**config.mk**
```make
export PLATFORM = sky130hd
export DESIGN_NAME = ifetch_r32i
export DESIGN_NICKNAME = d
export VERILOG_FILES = /design/src/rtl/ifetch_r32i.sv
export SDC_FILE = /design/constraint.sdc
export NUM_CORES = 1
export LEC_CHECK = 0
export ABC_CLOCK_PERIOD_IN_PS = 4800
export BUFFER_PORTS_ARGS = -buffer_cell sky130_fd_sc_hd__buf_2
export CAP_MARGIN = 20
export CORE_MARGIN = 8
export CORE_UTILIZATION = 50
export CTS_CLUSTER_DIAMETER = 50
export DETAILED_ROUTE_END_ITERATION = 10
export HOLD_SLACK_MARGIN = 0.02
export PLACE_DENSITY_LB_ADDON = 0.25
export REMOVE_ABC_BUFFERS = 1
export SYNTH_ARGS = -nofsm -noshare
export SYNTH_HDL_FRONTEND = slang
export SYNTH_SLANG_ARGS = --single-unit
```
**constraint.sdc**
```tcl
create_clock -name clock -period 4.8 [get_ports clock]
set_clock_uncertainty 0.1 [all_clocks]
set_input_delay 0.72 -clock clock [delete_from_list [all_inputs] [get_ports clock]]
set_output_delay 0.72 -clock clock [all_outputs]
set_load 0.02 [all_outputs]
```
**src/rtl/ifetch_r32i.sv**
```systemverilog
// ifetch_r32i: single-outstanding instruction fetch with a small FIFO.
// Define IFETCH_MISALIGN_CHECK_EN to trap misaligned fetch addresses.
module ifetch_r32i #(
  parameter int dataW = 32,
  parameter int Depth = 2
) (
  input  logic             clock,
  input  logic             reset,
  input  logic [dataW-1:0] ProgAddr,
  input  logic             Flush,
  output logic             FetchStall,
  output logic             MemReq,
  output logic [dataW-1:0] MemAddr,
  input  logic             MemAck,
  input  logic [dataW-1:0] MemRData,
  output logic [dataW-1:0] Instr,
  output logic [dataW-1:0] InstrAddr,
  output logic             InstrValid,
  input  logic             InstrReady,
  output logic             MisalignErr
);
  localparam int PtrW = (Depth > 1) ? $clog2(Depth) : 1;
  localparam int CntW = $clog2(Depth + 1);
  localparam logic [PtrW-1:0] LastPtr = PtrW'(Depth - 1);
  localparam logic [CntW-1:0] Full = CntW'(Depth);

  typedef enum logic [1:0] {IDLE, REQ, DRAIN} state_t;
  state_t state, nextState;

  logic [dataW-1:0] instrBuf [Depth];
  logic [dataW-1:0] addrBuf [Depth];
  logic [PtrW-1:0]  rdPtr, wrPtr;
  logic [CntW-1:0]  count;
  logic             push, pop, startReq, misaligned;
  logic [dataW-1:0] reqAddr;

`ifdef IFETCH_MISALIGN_CHECK_EN
  assign misaligned = ProgAddr[1:0] != 2'b00;
  assign reqAddr = ProgAddr;

  // sticky misalign flag, only reset clears it
  always_ff @(posedge clock or posedge reset) begin
    if (reset) MisalignErr <= 1'b0;
    else if (state == IDLE && misaligned) MisalignErr <= 1'b1;
  end
`else
  logic unusedLowBits;
  assign unusedLowBits = ^ProgAddr[1:0];
  assign misaligned = 1'b0;
  assign reqAddr = {ProgAddr[dataW-1:2], 2'b00};
  assign MisalignErr = 1'b0;
`endif

  assign InstrValid = count != '0;
  assign pop = InstrValid && InstrReady && !Flush;
  assign startReq = (state == IDLE) && !Flush &&
                    (count < Full) && !misaligned;
  assign Instr = InstrValid ? instrBuf[rdPtr] : '0;
  assign InstrAddr = InstrValid ? addrBuf[rdPtr] : '0;

  // next state, memory request and PC hold
  always_comb begin
    nextState = state;
    push = 1'b0;
    FetchStall = 1'b1;
    MemReq = 1'b0;
    unique case (state)
      IDLE: if (startReq) nextState = REQ;
      REQ: begin
        MemReq = 1'b1;
        if (MemAck) begin
          nextState = IDLE;
          push = !Flush;
          FetchStall = Flush;
        end else if (Flush) begin
          nextState = DRAIN;
        end
      end
      DRAIN: begin
        MemReq = 1'b1;
        if (MemAck) nextState = IDLE;
      end
      default: nextState = IDLE;
    endcase
  end

  // state register and request address latch
  always_ff @(posedge clock or posedge reset) begin
    if (reset) begin
      state <= IDLE;
      MemAddr <= '0;
    end else begin
      state <= nextState;
      if (startReq) MemAddr <= reqAddr;
    end
  end

  // buffer pointers and occupancy; flush wins over push/pop
  always_ff @(posedge clock or posedge reset) begin
    if (reset) begin
      rdPtr <= '0;
      wrPtr <= '0;
      count <= '0;
    end else if (Flush) begin
      rdPtr <= '0;
      wrPtr <= '0;
      count <= '0;
    end else begin
      if (push) wrPtr <= (wrPtr == LastPtr) ? '0 : wrPtr + 1'b1;
      if (pop) rdPtr <= (rdPtr == LastPtr) ? '0 : rdPtr + 1'b1;
      if (push && !pop) count <= count + 1'b1;
      else if (pop && !push) count <= count - 1'b1;
    end
  end

  // buffer storage; outputs are gated by InstrValid so no reset needed
  always_ff @(posedge clock) begin
    if (push) begin
      instrBuf[wrPtr] <= MemRData;
      addrBuf[wrPtr] <= MemAddr;
    end
  end
endmodule
```
==> impl_metrics.toml <==
[timing]
relSlewSlack_pct = 34.5
period_share_pct = 66.7
fin_tns_setup_ns = 0
finalCriticalPeriod_ns = 3.20
max_freq_ghz = 0.312
hold_viol = 0
tightest_slew_ns = 0.980
rsz0062_at_grt = "false"
drv_slew = 0
finalSetupViolCount = 0

[clock_network]
clk_latency_ns = 0.41
post_cts_buffers = 0
path_clk_slew_ns = 0.06
cts.path.max_buffers = 2
postCtsHoldBufs = 0
clock_sinks = 160
clockRootBuffer = "clkbuf_16"
cts_resized = 0
cts_tree = "done"
h-tree-depth = 4
cts-buffers-inserted = 17

[pwr]
switching_share_pct = 30.4
p_clk_share_pct = 30.4
power.density_nw_per_um2 = 570
finalPower_uw = 4460
p_switching_uw = 1350
power_frac_comb_pct = 24.9
intPower_uw = 3100
power_leakage_uw = 0.00311
seqPwrFrac_pct = 44.7
peakVddDrop_mv = 0.327

[synth]
synth.avg_cell_area_um2 = 16.6
synth_area_um2 = 6260
synth-main-ff-cell = "edfxtp_1"
ys_seq_area_share_pct = 73.8
ys_ff_latch = 160
yosysUniqueCellTypes = 30
synthArstFlopShare_pct = 22.5
synth_warnings = 0
synth_edf_count = 124
syn_inst = 378

[setup_path]
critPathBufInv = 2
cp.arrival_ns = 2.38
slowest_stage = "nor2_4"
crit_chain = "nor2_4 > buf_4 > nor2_1 > buf_2"
critical_path_class = "register to primary output"
crit_path_start_kind = "register"
cp-end-kind = "primary output"
crit_required_ns = 3.98
crit_fanout = 34
crit_family = "simple AND/OR/NAND/NOR gates"
rrSetupSlack_ns = 2.07
crit_path_max_incr_delay_ns = 0.71

[floorplanning]
coreArea_um2 = 12400
fp-row-count = 41
pin_count = 169
die_area_um2 = 16400
die_y_um = 128
initial_core_util_pct = 50.5
die_w_um = 128

[layout]
nets = 619
area.growth.synth_to_final_pct = 24.9
drive_gt1_share_pct = 41.2

[grt]
grt_pass1_vias = 3830
grt_max_degree = 64
antenna_found_initial = 0
grtUsageTotal_pct = 15.8
grt_overflow_total = 0
grt_pass1_wl_um = 19500

[route]
drc = 0
dr.pass1.iters = 4
viasPerCell = 4.96
routed_wl_um = 12800
num_vias = 3629
drtIter0Drc = 203
wire_per_inst_um = 17.5
drtAntennaViolNets = 0

[flow_run]
cap_viol_max_count = 0

[placement]
io_buffers = 161
routabilityCongestion = 0.721
hpwl_um = 8330

[outcome]
status = "finished, final reports clean"

[min_path]
hold_path.class = "input pin to async pin"
stage by stage:
stage	setup WS (ns)	instances	instance area (um2)	hold slack [ns]	utilization, %
after floorplan	0.553	359	6110	0.419	-
after global placement	1.97	698	7200	0.364	58.0
after detailed placement	1.93	698	7200	0.372	58.0
after CTS	1.54	729	7790	0.334	62.8
after global routing	1.44	730	7820	0.366	63.0
final	1.60	731	7820	0.318	63.0
logic make-up after synthesis:
logic type	Yosys count	synth area share [%]
AOI/OAI and AO/OA	11	1.26
and+or+nand+nor	77	5.13
buffers and inverters	29	3.04
other	1	0.0599
adders and majority gates	4	0.799
DFF	160	73.8
muxes	94	15.6
xor gates and xnor gates	2	0.280
state kept, by name (all words and copies together), names as in the netlist:
signal and count:
instrBuf 64, MemAddr 30, wrPtr 1, rdPtr 1
state 2, count 2, addrBuf 60
worst min-delay path: stages:
cell,delay [ns]
buf_2,0.10
inv_1,0.04
buf_4,0.42
layout make-up:
cell class	instances	area, um2
antenna	1	2.50
clock buffer	17	425
clock inverter	14	171
fill	960	4590
inverter	6	22.5
multi-input combinational	193	1480
sequential	160	4630
tap	172	215
timing repair buffer	168	878
layer usage:
layer | vias to the layer above | global-route usage [%] | share of wire (%)
met5 | - | 0 | 0
met4 | 0 | 6.08 | 1.4
met3 | 14 | 5.12 | 6.2
met2 | 110 | 26.8 | 50
met1 | 1799 | 18.3 | 42
li1 | 1706 | - | -
Yosys cell counts, types with 4 or more instances:
library cell,instances,share of area (%)
edfxtp_1,124,59
nor2_1,65,3.9
mux2i_1,64,10
dfrtp_1,36,14
mux2_2,28,5.0
buf_4,11,1.3
buf_2,8,0.64
inv_1,6,0.36
buf_6,4,0.72
ha_1,4,0.80
nand2_1,4,0.24
power by group through the flow:
stage	logic, uW	clock network (uW)	registers, uW
6_report	1110	1360	1990
5_1_grt	1200	1450	2020
4_1_cts	1100	1380	2030
3_5_place_dp	1090	0	2060
3_3_place_gp	1060	0	2030
2_1_floorplan	550	0	2170
worst paths after layout:
check / from / to / cells past startpoint
worst max-delay path: count[1]$_DFFE_PP0P_ / InstrAddr[16] / 4
worst min-delay path: reset / MemAddr[26]$_DFFE_PP0P_ / 3
worst max register to register: state[1]$_DFFE_PP0P_ / instrBuf[1][20]$_DFFE_PP_ / 5
worst min register to register: MemAddr[5]$_DFFE_PP0P_ / addrBuf[0][3]$_DFFE_PP_ / 0
max in group asynchronous: reset / rdPtr$_DFFE_PP0P_ / 3
min in group clock: MemAddr[5]$_DFFE_PP0P_ / addrBuf[0][3]$_DFFE_PP_ / 0
placed cells by master (no fill, tap or decap), drive strengths merged:
cell type    n
buf        168
edfxtp     124
nor2        66
mux2i       64
dfrtp       36
mux2        30
clkbuf      17
clkinv       8
inv          7
conb         5
nand2        4
ha           4
bufinv       4
xor2         2
o21ai        2
o211ai       2
nand2b       2
diode        1
o21bai       1
a22oi        1
nor3         1
a21oi        1
a211o        1
or2          1
nor2b        1
and3         1
and3b        1
a21boi       1
a31oi        1
o221a        1
clkinvlp     1
No activity file was read; power rests on OpenSTA's default activity.
